$ cat src/rtl/hilo_divider.sv
// Radix-2 restoring divider for MIPS DIV/DIVU.
// Quotient lands in lo, remainder in hi.
module hilo_divider #(
  parameter int WIDTH = 32
) (
  input  logic             clk,
  input  logic             reset,
  input  logic             start,
  input  logic             sign,
  input  logic [WIDTH-1:0] a,
  input  logic [WIDTH-1:0] b,
  input  logic             flush,
  output logic             busy,
  output logic             done,
  output logic             div_zero,
  output logic [WIDTH-1:0] hi,
  output logic [WIDTH-1:0] lo
);

  localparam int CW = $clog2(WIDTH);

  typedef enum logic [1:0] {
    IDLE,
    CALC,
    DONE
  } state_t;

  state_t state, state_n;

  logic [CW-1:0]    cnt;
  logic [WIDTH-1:0] rem, rem_n;
  logic [WIDTH-1:0] quo, quo_n;
  logic [WIDTH-1:0] dvs;
  logic [WIDTH-1:0] abs_a, abs_b;
  logic [WIDTH-1:0] q_fix, r_fix;
  logic [WIDTH:0]   trial;
  logic             neg_q, neg_r;
  logic             fit, accept, b_zero;

  assign b_zero = (b == '0);
  assign accept = start && (state != CALC);

  assign abs_a = (sign && a[WIDTH-1]) ? -a : a;
  assign abs_b = (sign && b[WIDTH-1]) ? -b : b;

  // trial is one bit wider than the divisor so the compare cannot wrap
  assign trial = {rem, quo[WIDTH-1]};
  assign fit   = (trial >= {1'b0, dvs});
  assign rem_n = fit ? WIDTH'(trial - {1'b0, dvs})
                     : trial[WIDTH-1:0];
  assign quo_n = {quo[WIDTH-2:0], fit};

  assign q_fix = neg_q ? -quo_n : quo_n;
  assign r_fix = neg_r ? -rem_n : rem_n;

  assign busy = (state == CALC);
  assign done = (state == DONE);

  always_comb begin
    state_n = state;
    unique case (state)
      IDLE, DONE: begin
        if (start)
          state_n = b_zero ? DONE : CALC;
        else
          state_n = IDLE;
      end
      CALC: begin
        if (cnt == '0)
          state_n = DONE;
      end
      default: state_n = IDLE;
    endcase
    if (flush)
      state_n = IDLE;
  end

  always_ff @(posedge clk) begin
    if (reset) begin
      state    <= IDLE;
      hi       <= '0;
      lo       <= '0;
      div_zero <= 1'b0;
      cnt      <= '0;
      rem      <= '0;
      quo      <= '0;
      dvs      <= '0;
      neg_q    <= 1'b0;
      neg_r    <= 1'b0;
    end else begin
      state <= state_n;
      if (!flush) begin
        if (accept) begin
          if (b_zero) begin
            lo       <= '1;
            hi       <= a;
            div_zero <= 1'b1;
          end else begin
            rem   <= '0;
            quo   <= abs_a;
            dvs   <= abs_b;
            neg_q <= sign && (a[WIDTH-1] ^ b[WIDTH-1]);
            neg_r <= sign && a[WIDTH-1];
            cnt   <= CW'(WIDTH - 1);
          end
        end else if (state == CALC) begin
          rem <= rem_n;
          quo <= quo_n;
          cnt <= cnt - 1'b1;
          if (cnt == '0) begin
            hi       <= r_fix;
            lo       <= q_fix;
            div_zero <= 1'b0;
          end
        end
      end
    end
  end

endmodule

$ cat config.mk
export PLATFORM = sky130hd
export DESIGN_NAME = hilo_divider
export DESIGN_NICKNAME = d
export VERILOG_FILES = /design/src/rtl/hilo_divider.sv
export SDC_FILE = /design/constraint.sdc
export NUM_CORES = 1
export LEC_CHECK = 0
export BUFFER_PORTS_ARGS = -buffer_cell sky130_fd_sc_hd__buf_2
export CAP_MARGIN = 30
export CORE_ASPECT_RATIO = 0.7
export CORE_MARGIN = 1.5
export CORE_UTILIZATION = 40
export CTS_BUF_LIST = sky130_fd_sc_hd__clkbuf_4
export DETAILED_ROUTE_END_ITERATION = 12
export PLACE_DENSITY = 0.64
export REMOVE_ABC_BUFFERS = 1
export SLEW_MARGIN = 20
export SYNTH_ARGS = -nofsm -noshare
export SYNTH_HDL_FRONTEND = slang
export SYNTH_SLANG_ARGS = --single-unit
$ cat constraint.sdc
create_clock -name clk -period 6.2 [get_ports clk]
set_input_delay 1.24 -clock clk [delete_from_list [all_inputs] [get_ports clk]]
set_output_delay 1.24 -clock clk [all_outputs]
set_load 0.03 [all_outputs]
# == Word-level counts from Yosys, hierarchy flattened ==
# Index checks and enable logic that the tools add are counted.
# word_totals
inputBits,69
word_cells,70
ff_bits,170
out_inout_bits,67
# classes
add_sub_neg,6
n_bitwise,3
n_eq_ne,6
order_cmp,1
muxes,30
n_reduce_logical,14
# op_table
operator,n
$mux 32,19
$neg 32->32,4
$ge 33x32->1,1
$logic_not 32->1,1
$sub 32x32->32,1
$mux 5,3
$mux 2,3
$ne 2x1->1 const B,3
$reduce_and 3->1,2
$logic_not 5->1,1
$sub 5x1->5 const B,1
$logic_and 1x1->1,4
$mux 1,4
$pmux 2 s2,1
$reduce_and 4->1,1
$reduce_bool 2->1,2
$reduce_or 2->1,2
$eq 2x1->1 const B,1
$eq 2x2->1 const B,1
$logic_not 2->1,1
$ne 2x2->1 const B,1
$not 1->1,2
$xor 1x1->1,1

# == Logic depth before layout (Yosys ltp) ==
# logic_depth
depth_word,7
ltp_mapped,23
depth_no_buf,19

# == Worst setup path after synthesis ==
# No wires, ideal clock.
# synth_path
kind,register -> register
from,reg rem[8]
to,reg hi[30]
t_arrival_ns,5.672
synth_period_minus_slack_ns,5.751
required_ns,6.121
setup_slack_ns,0.449
setup_time_ns,0.079
path_stages_with_launch,22
n_path_buf,4
cell_sequence,dfxtp_1 -> ha_1 -> buf_2 -> nand4_1 -> or3_1 -> a21oi_1 -> o311ai_2 -> nand2_2 -> buf_1 -> buf_1 -> buf_1 -> mux2i_1 -> ha_1 -> inv_1 -> nor4_1 -> o2111ai_1 -> o41ai_1 -> nand3_1 -> or3_1 -> nor4b_1 -> mux2_2 -> a211oi_2
# synth_via
elab_chain_cells,7
# synth_lines
item,line_no,text
start: declaration,31,"logic [WIDTH-1:0] rem, rem_n;"
start signal: assignment,107,rem <= rem_n;
$sub 32x32->32 or $ge 33x32->1 (tied branches),"49, 48",
$mux 32 *,49,"assign rem_n = fit ? WIDTH'(trial - {1'b0, dvs})"
$neg 32->32,54,assign r_fix = neg_r ? -rem_n : rem_n;
$mux 32 *,54,
$mux 32 *,110,if (cnt == '0) begin
$mux 32 *,106,end else if (state == CALC) begin
$mux 32 *,93,if (accept) begin
end signal: assignment,111,hi <= r_fix;
end: declaration,16,"output logic [WIDTH-1:0] hi,"
# Every way passes the cells marked *; elsewhere a longest branch is shown, timed or not. The select of a mux whose other input is x is not followed.
# A chain may end at the register's enable or synchronous reset.

# == Worst setup path after layout ==
# layout_path
from,reg rem[19]
to,reg hi[30]
# Same word-level chain as after synthesis.

==> run summary <==
Outcome -> finished clean
Reg-to-reg slack, setup -> 0.44 ns
Clock skew -> 0.02584 ns
Slowest CP cell -> a2111oi_0
DRC viols -> 0
Pleak -> 4.958 nW
Most used cell, CP -> ha_1
CP Cell Sequence -> ha_1 > a21oi_1 > o21ai_1 > a2111oi_0 > o211a_1 > nand2_2 > o21ai_0 > ha_1 > inv_1 > nor4_1 > buf_4 > o2111ai_1 > o41ai_1 > nand3_1 > or3_1 > nor4b_1 > mux2_2 > a211oi_2
CTS Buffer Depth -> 2
Multi-input gate area -> 7926 um^2
DR iter-0 viols -> 891
Layout cells sized above 1 -> 0.1370
Critical path capture point type -> flip-flop
Grt ovf -> 0
Clock-pin slew on the worst setup and hold paths -> 0.15 ns
RSZ-0062 raised after global routing -> false
Vias in the first global route -> 11.19k
Critical path launch point -> rem[19]
Endpoint, Worst Hold -> dvs[15]
Detailed-route via count -> 12.24k
FF/Latch Area -> 3405 um^2
Antenna Cells -> 0
Hpwl dp -> 28.34 mm
Largest delay share family, worst path -> compound AO/OA/AOI/OAI gates
Final net count -> 1781
Hold Startpoint -> dvs[15]
Worst-margin pin slew -> 0.9250 ns
Overall global routing resource usage -> 0.2462
Clock buffer count from CTS -> 17
Final instance area -> 13220 um^2
Critical Path RT -> 6.76 ns
DR pass1 iterations -> 5
Setup_tns -> 0 ns
Hold depth -> 2
Maximum vdd drop -> 133.4 uV
Max-slew violations -> 0
Register area share after synthesis -> 0.2840
Crit path time final -> 5.760 ns
Post-route antenna net violation count -> 0
Core area -> 29150 um^2
Worst Path Max Fanout -> 9
Cell variety after synth -> 78
Vias per inst -> 5.931
Clock tree root driver cell -> clkbuf_4
Avg Synthesized Cell Area -> 7.461 um^2
Final worst path period share -> 0.9290
Clock Sinks -> 170
Synthesis Warnings -> 0
Synthesized cell area -> 11980 um^2
Post-cts sizing count -> 0
Buf/Inv on CP -> 2
CTS Hold Bufs -> 0
FF+latch count, synth -> 170
Post-placement cell area -> 12930 um^2
Fillers -> 2996
Hold Crit Class -> flip-flop to flip-flop
Worst r2r path cells -> 18
Number of synthesized flops with an enable pin -> 0
Arrival @ worst endpoint -> 6.32 ns
CTS tree -> yes
# port buffers -> 135
Max-Cap Viols -> 0
Worst stage delay on the critical path -> 0.72 ns
Top achievable clock speed -> 0.1736 GHz
PD cells -> 206.0 nW/um^2
Async SR Flop Fraction -> 0
Die Span X -> 209.9 um
P&R area growth vs syn -> 10.34%
Global-route wire length before repair -> 61.27 mm
Top FF cell, synth -> dfxtp_1
Worst-Skew Late Latency -> 0.65 ns
Worst flop-to-flop path startpoint -> rem[19]
Gate count after technology mapping -> 1606
Max_slew headroom -> 0.3813
CP Class -> flip-flop to flip-flop
Pin count of the biggest net entering global routing -> 90
Wire per inst -> 18.31 um
H-tree lvl count -> 4
I/O Pins -> 136
Final setup fails -> 0
Number of core rows -> 52
Placer Congestion -> 0.8870
Post-CTS setup repair buffer count -> 0
Die H -> 147.8 um
Initial antenna violation count -> 0
R2r endpoint -> hi[30]
Hold Worst Slack -> 0.4781 ns
Initial Util -> 0.4111
Routed WL -> 37.79 mm
Final hold violations -> 0
Die ar. -> 31020 um^2
Crit start category -> flip-flop
==> sequential cells by signal, indices dropped and copies added, names as in the netlist <==
register  count
neg_r         1
neg_q         1
hi           32
cnt           5
lo           32
state         2
div_zero      1
quo          32
rem          32
dvs          32
==> area by class of cell <==
| type | instances | share of cell area |
|---|---|---|
| repair buffers | 165 | 0.07268 |
| multi-input cells | 1265 | 0.5995 |
| well taps | 378 | 0.03577 |
| inverters | 54 | 0.01533 |
| clock inverters | 15 | 0.009558 |
| clock buffers | 17 | 0.009653 |
| flip-flops and latches | 170 | 0.2575 |
==> metrics by stage <==
stage | instances | utilization | worst slack [ns] | total power [mW]
floorplan | 1489 | - | -0.7666 | 1.793
global placement | 2030 | 0.4436 | 0.6474 | 2.071
detailed placement | 2030 | 0.4436 | 0.6052 | 2.084
CTS | 2062 | 0.4524 | 0.5955 | 2.722
global route | 2064 | 0.4536 | 0.08168 | 2.885
finish | 2064 | 0.4536 | 0.4402 | 2.724
==> synth_stat cells (4+ instances only) <==
master / instances / area (um^2)
nor2_1: 186 / 698.2
xor2_1: 70 / 613.1
a21oi_1: 134 / 670.6
nor4_1: 15 / 93.84
buf_1: 11 / 41.29
buf_4: 4 / 30.03
o21ai_0: 79 / 395.4
o2111ai_1: 5 / 43.79
buf_2: 18 / 90.09
or2_2: 4 / 25.02
o211ai_1: 32 / 240.2
nand3b_1: 5 / 37.54
or4_1: 13 / 97.59
a311oi_1: 32 / 280.3
o31a_1: 6 / 52.55
nand2b_1: 9 / 56.30
mux2i_1: 18 / 180.2
ha_1: 38 / 475.5
o41ai_1: 17 / 148.9
or3_1: 30 / 187.7
nand4_1: 14 / 87.58
o31ai_1: 22 / 165.2
clkbuf_1: 83 / 311.6
a22oi_1: 6 / 45.04
a21o_1: 9 / 67.56
xnor2_1: 59 / 516.8
and4_1: 5 / 43.79
nor2b_1: 7 / 43.79
a211oi_1: 79 / 593.1
nand3_1: 32 / 160.2
inv_1: 53 / 198.9
o211a_1: 4 / 40.04
nand2_1: 170 / 638.1
and2_1: 9 / 56.30
a31oi_1: 16 / 100.1
dfxtp_1: 170 / 3403
and3_1: 14 / 87.58
nor3_1: 58 / 290.3
o21a_1: 8 / 60.06
mux2_2: 5 / 56.30
==> worst max path at each step <==
| stage | slack (ns) | endpoint | cells past startpoint |
|---|---|---|---|
| 2_1_floorplan | -0.77 | hi[26] | 10 |
| 3_3_place_gp | 0.65 | hi[30] | 13 |
| 3_5_place_dp | 0.61 | hi[30] | 13 |
| 4_1_cts | 0.60 | hi[30] | 18 |
| 5_1_grt | 0.08 | hi[30] | 18 |
| 6_report | 0.44 | hi[30] | 18 |
==> layout by cell type (no fill, tap or decap), drive strengths merged, types with 7 or more instances in the layout <==
| master | count |
|---|---|
| o41ai | 17 |
| o21ai | 81 |
| a211oi | 81 |
| nand4 | 14 |
| nor3 | 60 |
| or3 | 31 |
| nand3 | 32 |
| nand2 | 171 |
| nand2b | 9 |
| xnor2 | 59 |
| a31oi | 16 |
| or4 | 15 |
| xor2 | 70 |
| and3 | 14 |
| buf | 165 |
| o31ai | 22 |
| a21o | 9 |
| mux2i | 18 |
| clkinv | 8 |
| a21oi | 134 |
| clkbuf | 17 |
| ha | 38 |
| o211ai | 32 |
| nor4 | 16 |
| nor2b | 7 |
| nor2 | 187 |
| a311oi | 33 |
| and2 | 9 |
| o21a | 8 |
| inv | 56 |
| dfxtp | 170 |
==> worst register-to-register path, delay by kind of cell, from the launching register on <==
| kind | cells | cell delay, ns |
|---|---|---|
| AND/OR/NAND/NOR | 5 | 1.40 |
| adder cells (fa/ha/maj) | 2 | 0.63 |
| flip-flops | 1 | 0.39 |
| AO/OA/AOI/OAI | 8 | 2.65 |
| buffers and inverters | 2 | 0.24 |
| multiplexers | 1 | 0.39 |
==> power by group <==
group	switching [mW]	internal [mW]	leakage [nW]
registers	0.0403	1.14	1.38
clock network	0.444	0.198	0.130
logic	0.575	0.325	3.44
==> logic make-up (layout without fill, tap and decap cells) <==
kind of cell,Yosys count,count (layout),synth area share
adders and majority gates,39,39,0.04135
xor gates and xnor gates,129,129,0.09429
buffers and inverters,171,251,0.05680
DFF,170,170,0.2840
AOI/OAI and AO/OA,483,483,0.2697
and+or+nand+nor,591,591,0.2341
muxes,23,23,0.01973
==> metal layers <==
metal / up-vias / track usage / wire, um
li1: 5998 / - / -
met1: 5840 / 0.3681 / 18990
met2: 369 / 0.3556 / 15650
met3: 35 / 0.05481 / 2722
met4: 0 / 0.05540 / 435
met5: - / 0 / 0
No activity file was read; power rests on OpenSTA's default activity.
